### src/rtl/step_profile_gen.sv
// Trapezoidal step-profile generator: turns move commands into accel/cruise/decel spaced
// step strobes and drives the sequencer enable with a post-move hold window.
module step_profile_gen #(
   parameter int unsigned CNT_W     = 16,
   parameter int unsigned DIV_W     = 16,
   parameter int unsigned START_DIV = 8,
   parameter int unsigned MIN_DIV   = 4,
   parameter int unsigned ACC_DEC   = 2,
   parameter int unsigned HOLD_CYC  = 4
) (
   input  logic             clk,
   input  logic             rst,
   input  logic             cmd_valid,
   output logic             cmd_ready,
   input  logic             cmd_dir,
   input  logic             cmd_half,
   input  logic [CNT_W-1:0] cmd_steps,
   input  logic             stop,
   output logic             step_pulse,
   output logic             dir,
   output logic             half_step,
   output logic             turn_on,
   output logic             busy,
   output logic             done,
   output logic [CNT_W-1:0] steps_left
);

   localparam int unsigned HoldW = (HOLD_CYC > 0) ? $clog2(HOLD_CYC + 1) : 1;
   localparam logic [DIV_W-1:0] StartDiv = DIV_W'(START_DIV);
   localparam logic [DIV_W-1:0] MinDiv   = DIV_W'(MIN_DIV);
   localparam logic [DIV_W-1:0] AccDec   = DIV_W'(ACC_DEC);
   localparam logic [HoldW-1:0] HoldMax  = HoldW'(HOLD_CYC);

   typedef enum logic [2:0] {StIdle, StAccel, StCruise, StDecel, StHold} state_e;

   state_e           state_q, state_d;
   logic [CNT_W-1:0] rem_q, rem_d;
   logic [CNT_W-1:0] ramp_q, ramp_d;
   logic [DIV_W-1:0] period_q, period_d;
   logic [DIV_W-1:0] timer_q, timer_d;
   logic [HoldW-1:0] hold_q, hold_d;
   logic             dir_q, dir_d;
   logic             half_q, half_d;
   logic             pulse_q, pulse_d;
   logic             pend_q, pend_d;
   logic             done_q, done_d;

   logic             accept;
   logic [DIV_W:0]   up_sum;
   logic [DIV_W:0]   dn_floor;
   logic [DIV_W-1:0] period_up;
   logic [DIV_W-1:0] period_dn;
   logic [CNT_W-1:0] rem_n;
   logic [CNT_W-1:0] ramp_up;
   logic [CNT_W-1:0] ramp_dn;
   logic [CNT_W:0]   stop_lim;

   assign cmd_ready  = (state_q == StIdle) || (state_q == StHold);
   assign busy       = (state_q == StAccel) || (state_q == StCruise) || (state_q == StDecel);
   assign turn_on    = (state_q != StIdle);
   assign accept     = cmd_valid && cmd_ready;
   assign step_pulse = pulse_q;
   assign dir        = dir_q;
   assign half_step  = half_q;
   assign done       = done_q;
   assign steps_left = rem_q;

   // Saturating period arithmetic, widened by one bit so the clamps cannot wrap.
   assign up_sum    = {1'b0, period_q} + {1'b0, AccDec};
   assign dn_floor  = {1'b0, MinDiv} + {1'b0, AccDec};
   assign period_up = (up_sum > {1'b0, StartDiv}) ? StartDiv : up_sum[DIV_W-1:0];
   assign period_dn = ({1'b0, period_q} < dn_floor) ? MinDiv : (period_q - AccDec);
   assign rem_n     = (rem_q == '0) ? '0 : (rem_q - CNT_W'(1));
   assign ramp_up   = (&ramp_q) ? ramp_q : (ramp_q + CNT_W'(1));
   assign ramp_dn   = (ramp_q == '0) ? '0 : (ramp_q - CNT_W'(1));

   always_ff @(posedge clk or negedge rst) begin
      if (!rst) begin
         state_q  <= StIdle;
         rem_q    <= '0;
         ramp_q   <= '0;
         period_q <= '0;
         timer_q  <= '0;
         hold_q   <= '0;
         dir_q    <= 1'b0;
         half_q   <= 1'b0;
         pulse_q  <= 1'b0;
         pend_q   <= 1'b0;
         done_q   <= 1'b0;
      end else begin
         state_q  <= state_d;
         rem_q    <= rem_d;
         ramp_q   <= ramp_d;
         period_q <= period_d;
         timer_q  <= timer_d;
         hold_q   <= hold_d;
         dir_q    <= dir_d;
         half_q   <= half_d;
         pulse_q  <= pulse_d;
         pend_q   <= pend_d;
         done_q   <= done_d;
      end
   end

   always_comb begin
      state_d  = state_q;
      rem_d    = rem_q;
      ramp_d   = ramp_q;
      period_d = period_q;
      timer_d  = timer_q;
      hold_d   = hold_q;
      dir_d    = dir_q;
      half_d   = half_q;
      pulse_d  = 1'b0;
      pend_d   = 1'b0;
      done_d   = pend_q;
      stop_lim = '0;

      case (state_q)
         StIdle, StHold: begin
            if (state_q == StHold) begin
               if (hold_q == HoldMax) begin
                  state_d = StIdle;
                  hold_d  = '0;
               end else begin
                  hold_d = hold_q + HoldW'(1);
               end
            end
            if (accept) begin
               dir_d  = cmd_dir;
               half_d = cmd_half;
               if (cmd_steps == '0) begin
                  // Empty move: acknowledge with done, leave state and hold timing alone.
                  rem_d  = '0;
                  done_d = 1'b1;
               end else begin
                  state_d  = StAccel;
                  rem_d    = cmd_steps;
                  period_d = StartDiv;
                  ramp_d   = '0;
                  timer_d  = StartDiv;
                  hold_d   = '0;
               end
            end
         end
         default: begin
            if (timer_q <= DIV_W'(1)) begin
               pulse_d = 1'b1;
               rem_d   = rem_n;
               if (rem_n == '0) begin
                  state_d = (HOLD_CYC == 0) ? StIdle : StHold;
                  pend_d  = 1'b1;
                  hold_d  = '0;
               end else if ((state_q != StDecel) && (rem_n <= ramp_q)) begin
                  state_d  = StDecel;
                  period_d = period_up;
                  ramp_d   = ramp_dn;
               end else if (state_q == StAccel) begin
                  period_d = period_dn;
                  ramp_d   = ramp_up;
                  if (period_dn == MinDiv) state_d = StCruise;
               end else if (state_q == StDecel) begin
                  period_d = period_up;
                  ramp_d   = ramp_dn;
               end
               timer_d = (rem_n == '0) ? '0 : period_d;
            end else begin
               timer_d = timer_q - DIV_W'(1);
            end
            // Controlled stop: keep just enough steps to ramp back down to START_DIV.
            if (stop && (state_q != StDecel) &&
                ((state_d == StAccel) || (state_d == StCruise))) begin
               stop_lim = {1'b0, ramp_d} + {{CNT_W{1'b0}}, 1'b1};
               if ({1'b0, rem_d} > stop_lim) rem_d = stop_lim[CNT_W-1:0];
               state_d = StDecel;
            end
         end
      endcase
   end

endmodule

### config.mk
export PLATFORM = sky130hd
export DESIGN_NAME = step_profile_gen
export DESIGN_NICKNAME = d
export VERILOG_FILES = /design/src/rtl/step_profile_gen.sv
export SDC_FILE = /design/constraint.sdc
export NUM_CORES = 1
export LEC_CHECK = 0
export ABC_AREA = 1
export CORE_MARGIN = 2
export CORE_UTILIZATION = 55
export DETAILED_ROUTE_END_ITERATION = 12
export PLACE_DENSITY = 0.82
export SYNTH_ARGS = -nofsm -noshare
export SYNTH_HDL_FRONTEND = slang
export SYNTH_SLANG_ARGS = --single-unit
### constraint.sdc
create_clock -name clk -period 6.75 [get_ports clk]
set_clock_uncertainty 0.15 [all_clocks]
set_input_delay 1.35 -clock clk [delete_from_list [all_inputs] [get_ports clk]]
set_output_delay 1.35 -clock clk [all_outputs]
set_load 0.05 [all_outputs]
==> impl.org <==
** Routing
- Routed signal wires occupy layers up through met4.
- Total via count after detailed routing :: 10090
- Met2 layer wire length in the routed design :: 13650 µm
- Met1 Routed Length :: 11390 µm
- In the routed layout, each cell is associated on average with a via count of 6.021.
- After detailed routing, the average wire length per cell comes to between 15 and 20 µm.
- The final layout contains routed wiring with a total length of about 29000 µm.
- Final antenna-violating net count :: 0
- Number of DRC violations after detailed-routing iteration 0 :: roughly 980
- Total iterations of the first detailed-routing run :: 6
- Met3 Routed Length :: 2653 µm
- In the routed design, unresolved DRC markers number 0.

** STA
- For the pin with the worst max-slew slack, the measured transition is between 1000 and 1500 ps.
- Dividing the final minimum period by the clock period gives 89.60%.
- Worst slew margin relative to its limit :: 28.70%
- The number of slew-limit violations in the final report came to 0.
- RSZ-0062 raised after global routing :: false
- Final critical-path setup slack :: between 700 and 800 ps
- Clock period minus worst slack :: 6048 ps
- Setup tns final :: 0 ps
- Timing would allow up to 0.1653 GHz.
- Final hold viol count :: 0
- Fin Hold WS :: 297.0 ps
- Setup violations remaining at the end of the flow were counted as 0.

** Placed design
- Summing all placed instances gives a cell area of 9248 µm².
- Post-Place Worst Slack :: 474.9 ps
- Final estimated routing congestion in global placement :: about 1.0
- In this run the tool buffered the top-level ports with 44 buffer cells.
- DP Wirelength :: 21760 µm

** Synth
- By area the synthesized netlist is led by sky130_fd_sc_hd__dfrtp_1, sky130_fd_sc_hd__nand2_1, sky130_fd_sc_hd__nand3_1.
- In the post-synthesis netlist, the cell with the most instances is sky130_fd_sc_hd__nand2_1.
- Mapped cell area :: 8667 µm²
- Synth Instances :: 1434
- Total of flip-flops plus latches after synthesis :: 75
- Synth cell types :: 54
- Synthesis warning total :: 0
- Synthesized area divided by synthesized cell count :: 6.044 µm²
- Sequential cell area fraction in the yosys report :: between 20% and 30%
- Share of async-settable or async-resettable flops after synthesis :: 100.0%
- Cell taking the most area after synthesis :: sky130_fd_sc_hd__dfrtp_1
- Among all flip-flop cells after synthesis, the most frequent one is sky130_fd_sc_hd__dfrtp_1.
- Number of enable-type register cells in the synthesized netlist :: 0
- In the synthesized netlist, the cells that appear most often are sky130_fd_sc_hd__nand2_1, sky130_fd_sc_hd__inv_1, sky130_fd_sc_hd__nand3_1.
- Counting every net in the synthesized netlist gives 1500.
- In this run the biggest area consumer among cell types represents 21.65% of the synthesized area.

** Clock tree
- Count of H-tree levels built during CTS :: 3
- The later pin in the worst-skew pair is clocked with a latency of 360 ps.
- TritonCTS Buffers :: 9
- Hold buffer count at CTS :: 0
- Clock transition at the registers of the reported paths :: 70 ps
- For this design, the sink count on the clock tree is 75.
- Clock Root Buffer :: sky130_fd_sc_hd__clkbuf_16
- The longest clock path from root to sink contains 2 buffers.
- Clock tree from TritonCTS :: built

** Setup path
- Counting stages on the worst path, the most repeated cell is sky130_fd_sc_hd__nand2_1.
- Slowest cell on crit path :: sky130_fd_sc_hd__dfrtp_1
- Along the worst path, the maximum fanout reaches 20.
- Critical Path Max Stage Delay :: ~410 ps
- Nature of the critical path endpoint :: flop
- Worst path arrival time :: 6140 ps
- WP data required :: slightly below 7000 ps
- Crit Path Category :: flop to flop
- Startpoint type of the worst setup path :: flop

** Global route
- Summed over all layers, the global routing overflow is 0.
- The first global-routing pass estimated ~45000 µm of wire.
- Global routing used between 30% and 40% of the available tracks.
- Antenna violations before repair :: 0
- Largest net degree at the start of global routing :: 75
- Vias in the first global route :: ~9000

** Floorplan
- The die is 129.5 µm tall.
- Once the floorplan was initialized, standard cells occupied 56.59% of the core.
- Row Count :: 45
- The die covers 16780 µm².
- Placeable core area :: 15310 µm²
- Width of the chip :: ~130 µm
- IO Count :: 45

** Status
- The flow ran to the end, and the final reports show no timing, DRC or antenna violations.

** Pwr
- Power density over cell area :: 117.7 nW/µm²
- VDD IR max :: 119.9 µV
- Summed over all cells, the static leakage comes to 5.114 nW.

** Layout
- Of the cells placed in the final design, the portion with a size suffix greater than 1 is roughly 7.0%.
- Filler instances :: 1480
- Fin area :: approximately 9600 µm²
- P&R area growth vs syn :: 10.34%
- The repair_antennas step left the layout with diodes totalling 0.
- After the last flow step, the layout net total stands at 1525.
- Cells fill 62.44% of the core in the end.

** Hold path
- Worst hold path type :: flop to flop

** Flow run
- Count of maximum capacitance violations :: 0
==> metal layers <==
layer | global-route usage [%] | vias up
li1 | - | 4794
met1 | 43.01 | 4635
met2 | 57.43 | 566
met3 | 5.574 | 90
met4 | 13.85 | 0
met5 | 0 | -
==> worst max-delay path, delay by kind of cell, from the launching register on <==
family,cells,cell delay [ps]
buffers and inverters,5,630
flip-flops,1,410
adder cells (fa/ha/maj),4,1100
AO/OA/AOI/OAI,5,600
AND/OR/NAND/NOR,26,3030
==> area by class of cell <==
type | count | area (µm²) | share of cell area, %
clock inverter | 5 | 42.54 | 0.4449
inverter | 211 | 795.8 | 8.321
timing repair buffer | 57 | 535.5 | 5.600
sequential | 75 | 1877 | 19.63
clock buffer | 11 | 242.7 | 2.538
multi-input combinational | 1105 | 5806 | 60.71
tap | 211 | 264.0 | 2.761
==> worst paths after layout <==
kind | from | endpoint | slack, ps | depth (start not counted)
setup / recovery | steps_left[0] | steps_left[9] | 700 | 40
hold / removal | pend_q | done | 300 | 1
setup reg to reg | steps_left[0] | steps_left[9] | 700 | 40
hold reg to reg | pend_q | done | 300 | 1
max in group asynchronous | rst | hold_q[2] | 4630 | 2
min in group asynchronous | rst | ramp_q[15] | 610 | 1
==> logic make-up after synthesis <==
family	synth area share [%]
AND/OR/NAND/NOR	43.22
buffers and inverters	11.66
AO/OA/AOI/OAI	14.12
flip-flops	21.65
adder cells (fa/ha/maj)	6.352
XOR/XNOR	2.728
multiplexers	0.2598
==> cells in the final DEF, fill, tap and decap left out, types with 7 or more instances in the layout <==
cell type | netlist | final
sky130_fd_sc_hd__dfrtp_1 | 75 | 75
sky130_fd_sc_hd__nand2_1 | 383 | 383
sky130_fd_sc_hd__a22o_1 | 7 | 7
sky130_fd_sc_hd__o211ai_1 | 8 | 8
sky130_fd_sc_hd__inv_1 | 202 | 202
sky130_fd_sc_hd__nand3_2 | 7 | 7
sky130_fd_sc_hd__xor2_1 | 24 | 24
sky130_fd_sc_hd__nor3_1 | 17 | 17
sky130_fd_sc_hd__nand4_1 | 42 | 42
sky130_fd_sc_hd__clkdlybuf4s50_1 | 0 | 43
sky130_fd_sc_hd__buf_4 | 2 | 14
sky130_fd_sc_hd__a21oi_1 | 44 | 44
sky130_fd_sc_hd__nand2_2 | 17 | 15
sky130_fd_sc_hd__clkbuf_16 | 0 | 9
sky130_fd_sc_hd__o22ai_1 | 57 | 57
sky130_fd_sc_hd__o21ai_0 | 67 | 67
sky130_fd_sc_hd__nor2_2 | 19 | 19
sky130_fd_sc_hd__nor2_4 | 11 | 12
sky130_fd_sc_hd__nor2_1 | 151 | 150
sky130_fd_sc_hd__ha_1 | 44 | 44
sky130_fd_sc_hd__nand3_1 | 159 | 159
==> state kept, by name, indices dropped and copies added (netlist names) <==
name        count
period_q       16
ramp_q         16
steps_left     16
timer_q        16
hold_q          3
state_q         3
dir             1
done            1
half_step       1
pend_q          1
step_pulse      1
==> power by group <==
| group | switching (W) | internal [W] | leakage, nW |
|---|---|---|---|
| combinational | 0.000106 | 0.0000567 | 4.19 |
| clock | 0.000233 | 0.000266 | 0.138 |
| sequential | 0.00000965 | 0.000455 | 0.789 |
==> stage by stage <==
step / power, W / instances
finish: 0.001126 / 1675
floorplan: 0.0005749 / 1434
global placement: 0.0006309 / 1657
CTS: 0.001120 / 1673
global route: 0.001154 / 1675
detailed placement: 0.0006326 / 1657
==> timing repair <==
item / CTS / global route
setup endpoints to repair: 0 / 16
resized for setup: 0 / 3
hold endpoints to repair: 0 / 0
setup buffers: 0 / 2
No activity file was read; power rests on OpenSTA's default activity.
==> patch 1 (same settings) <==
Set the parameter `DIV_W` to 32 (it was 16).
--- a/src/rtl/step_profile_gen.sv
+++ b/src/rtl/step_profile_gen.sv
@@ -3,5 +3,5 @@
 module step_profile_gen #(
    parameter int unsigned CNT_W     = 16,
-   parameter int unsigned DIV_W     = 16,
+   parameter int unsigned DIV_W     = 32,
    parameter int unsigned START_DIV = 8,
    parameter int unsigned MIN_DIV   = 4,
Formal check against the unedited RTL: same outputs for any inputs over 4 cycles, from zero or initial values and one cycle with rst low; that may be too few to reach the edited logic, so the function may still have changed.
==> patch 1 against the original RTL <==
Wire length is 42% higher. First-iteration DRC count increased by 25%. Via count increased by 30%. Final area up 31%. Count of clock-buffer cells in the layout shrank 1. Sequential cell count up 32. Highest routed layer unchanged. Maximum frequency is 2.9% lower. Final cell count grew 31%. Hold slack better by 0.036 ns. Total power increased by 24%. Area after synthesis up 33%. Setup slack worse by 0.18 ns. Critical endpoint is now steps_left[1].
==> patch 1: results (changes against the original RTL) <==
worst reg-to-reg path cell count 37 (-7.5%); mux cell area share after synthesis 0.196% (-0.064 points); post-route clock period utilization 92.2% (+2.6 points); power per cell area 112 nW/µm² (-4.9%); cell count after synthesis 1909 (+33%); Pleak 0.00668 µW (+31%); dpl cell area 12100 µm² (+31%); maximum vdd drop 0.101 mV (-15%); outcome complete, no violations; layout cell share with drive strength beyond 1 5.15% (-1.9 points); GR Util met3 5.64% (+0.070 points); Worst-Margin Slew 1.10 ns (+0.0271 ns); RePlAce Congestion 1.05 (+5.3%); Post-Place Cells 2169 (+31%); Reg2Reg Setup Slack 0.52 ns (-0.18 ns); WL final 40.8 mm (+42%); 1st-iter DRT viols 1224 (+25%); Final HPWL DP 31.3 mm (+44%); largest net degree at the start of global routing 68 (-9.3%); multi-input logic area 7470 µm² (+29%); met1 global-route usage 44.7% (+1.7 points); Compound-Gate Fraction of Synth Area 14.9% (+0.75 points); Comb. pwr 172 µW (+6%); Crit path arrival time 6.34 ns (+0.20 ns); crit path max fanout 17 (-15%); critical path endpoint steps_left[1]; Tot GR Track Use 37.4% (+3.5 points); fill count 2048 (+38%); sequential element share of the synthesized area 23.3% (+1.6 points); worst slack, placed 0.354 ns (-0.121 ns); Int Pwr 977 µW (+26%); Min Hold Slack 0.333 ns (+0.0357 ns); DR vias/cell 5.96 (-0.95%); met2 GRT Util 63.0% (+5.6 points); top post-synthesis cells by area dfrtp_1 23%, nand2_1 15%, inv_1 9.3%, nor2_1 8.3%, nand3_1 8.0%; ANT cells 0 (unchanged); post-synthesis xor/xnor area fraction 4.19% (+1.5 points); CP delay by family, top simple AND/OR/NAND/NOR gates; Commonest cells post-synth 465 x nand2_1, 284 x inv_1, 255 x nor2_1, 184 x nand3_1, 119 x o21ai_0; worst stage delay on the critical path 0.43 ns (+0.02 ns); seq pwr 653 µW (+41%); final cell count without fillers 2194 (+31%); vias in the first global route 12696 (+40%); global-route wire length before repair 65.4 mm (+46%)
[patch 1: cell types whose count changed after synthesis, sizes merged, moves of 25 or more]
cell,change
a21oi,+25
inv,+78
nand2,+75
o21ai,+56
nor2,+90
xor2,+28
dfrtp,+32
[patch 1: routing by layer]
| metal | vias up | share of wire (%) |
|---|---|---|
| met3 | 171 | 7.0 |
| li1 | 6262 | - |
| met4 | 0 | 6.9 |
| met5 | - | 0 |
| met1 | 6026 | 39 |
| met2 | 625 | 47 |
[patch 1: cell type report]
type | count | area share (%)
multi-input cells | 1447 | 59.8
flip-flops and latches | 107 | 21.4
inverters | 288 | 8.68
repair buffers | 66 | 4.93
well taps | 270 | 2.70
clock buffers | 10 | 1.91
clock inverters | 6 | 0.531
[patch 1: what timing repair did]
action	in CTS	in global routing
resized for setup	0	7
endpoints found under the setup margin	0	16
buffers inserted	0	8
[patch 1: cell families after synthesis]
family          count (synthesis)
fa+ha+maj                      44
xor+xnor                       55
flops                         107
mux                             2
compound gates                297
simple gates                 1048
buf+inv                       356
==> patch 2 (config.mk and constraints unchanged) <==
Without the edit above. The 5 states of `state_e` get a one-hot encoding in 5 bits.
--- a/src/rtl/step_profile_gen.sv
+++ b/src/rtl/step_profile_gen.sv
@@ -32,5 +32,5 @@
    localparam logic [HoldW-1:0] HoldMax  = HoldW'(HOLD_CYC);
 
-   typedef enum logic [2:0] {StIdle, StAccel, StCruise, StDecel, StHold} state_e;
+   typedef enum logic [4:0] {StIdle = 5'b00001, StAccel = 5'b00010, StCruise = 5'b00100, StDecel = 5'b01000, StHold = 5'b10000} state_e;
 
    state_e           state_q, state_d;
Behaviour: same outputs for any inputs over 4 cycles, from zero or initial values and one cycle with rst low; so few cycles prove little.
==> patch 2 against the original RTL <==
Wire length shrank 3.2%. Area after synthesis grew 0.16%. Largest cell class unchanged. Non-clock buffer count shrank 5. Setup slack lost 0.12 ns. Final area shrank 0.38%. Sequential cell count grew 2. Critical path type unchanged. Clock power grew 2%. Total power grew 0.51%.
==> patch 2: results (changes against the original RTL) <==
outcome complete, no violations; met3 wire length 2.51 mm (-5.5%); Netlist cell types 52 (-3.7%); Int Pwr 806 µW (+3.7%); Tot GR Track Use 33.6% (-0.31 points); Inverters excl. clock 221 (+4.7%); routed length on met2 13.0 mm (-5.1%); multi-input gate share of total cell area 59.9% (-0.77 points); sequential element share of the synthesized area 22.2% (+0.56 points); Rel. slew slack 21.7% (-7.0 points); Non-CTS buffers 52 (-8.8%); M1 WL 11.2 mm (-1.6%); dpl cell area 9200 µm² (-0.54%); Seq/total area 20.2% (+0.61 points); clock network power share 44.8% (+0.5 points); global-route wire length before repair 44.7 mm (-0.39%); 1st-iter DRT viols 1250 (+27%); nets 1534 (+0.59%); Reg2Reg Setup Slack 0.58 ns (-0.12 ns); Final clock-cell share 3.07% (+0.090 points); fill count 1468 (-0.81%); Crit path arrival time 6.26 ns (+0.12 ns); Commonest cells post-synth 388 x nand2_1, 209 x inv_1, 175 x nor2_1, 146 x nand3_1, 76 x dfrtp_1; Final HPWL DP 20.9 mm (-4.0%); Final Instance Area 9530 µm² (-0.38%); clkbuf count 10 (-1); WL final 27.8 mm (-3.2%); top post-synthesis cells by area dfrtp_1 22%, nand2_1 17%, inv_1 9.0%, nand3_1 8.4%, nor2_1 7.6%; #MultiIn Comb 1107 (+0.18%); layout cell share with drive strength beyond 1 5.57% (-1.5 points); worst reg-to-reg path cell count 41 (+2.5%); P&R area growth vs syn 9.74%; largest net degree at the start of global routing 78 (+4.0%); Pleak 0.00506 µW (-1.1%)
-- patch 2: changes by cell type in the layout (fill, tap and decap cells not counted), sizes merged, moves of 5 or more --
cell / unedited run / this run
nand3: 167 / 150
a21oi: 45 / 57
nor2: 182 / 193
o22ai: 57 / 46
xor2: 24 / 33
nand4: 43 / 35
o21ai: 74 / 82
inv: 211 / 218
a22o: 7 / 2
buf: 14 / 9
-- patch 2: repair_timing --
item | CTS | global route
hold buffers | 0 | 0
endpoints found under the setup margin | 0 | 16
resized for setup | 0 | 13
-- patch 2: cells by family after synthesis --
kind of cell             Yosys count  synth area share (%)
AND/OR/NAND/NOR                  808                  40.9
buffers and inverters            271                  12.4
AO/OA/AOI/OAI                    219                  14.5
flip-flops                        77                  22.2
adder cells (fa/ha/maj)           44                  6.34
XOR/XNOR                          36                  3.63
-- patch 2: through the flow --
stage / power, µW / setup slack (ns)
floorplan: 573 / 0.981
global placement: 628 / 0.538
detailed placement: 630 / 0.349
CTS: 1130 / 0.319
global route: 1170 / 0.0322
finish: 1130 / 0.581
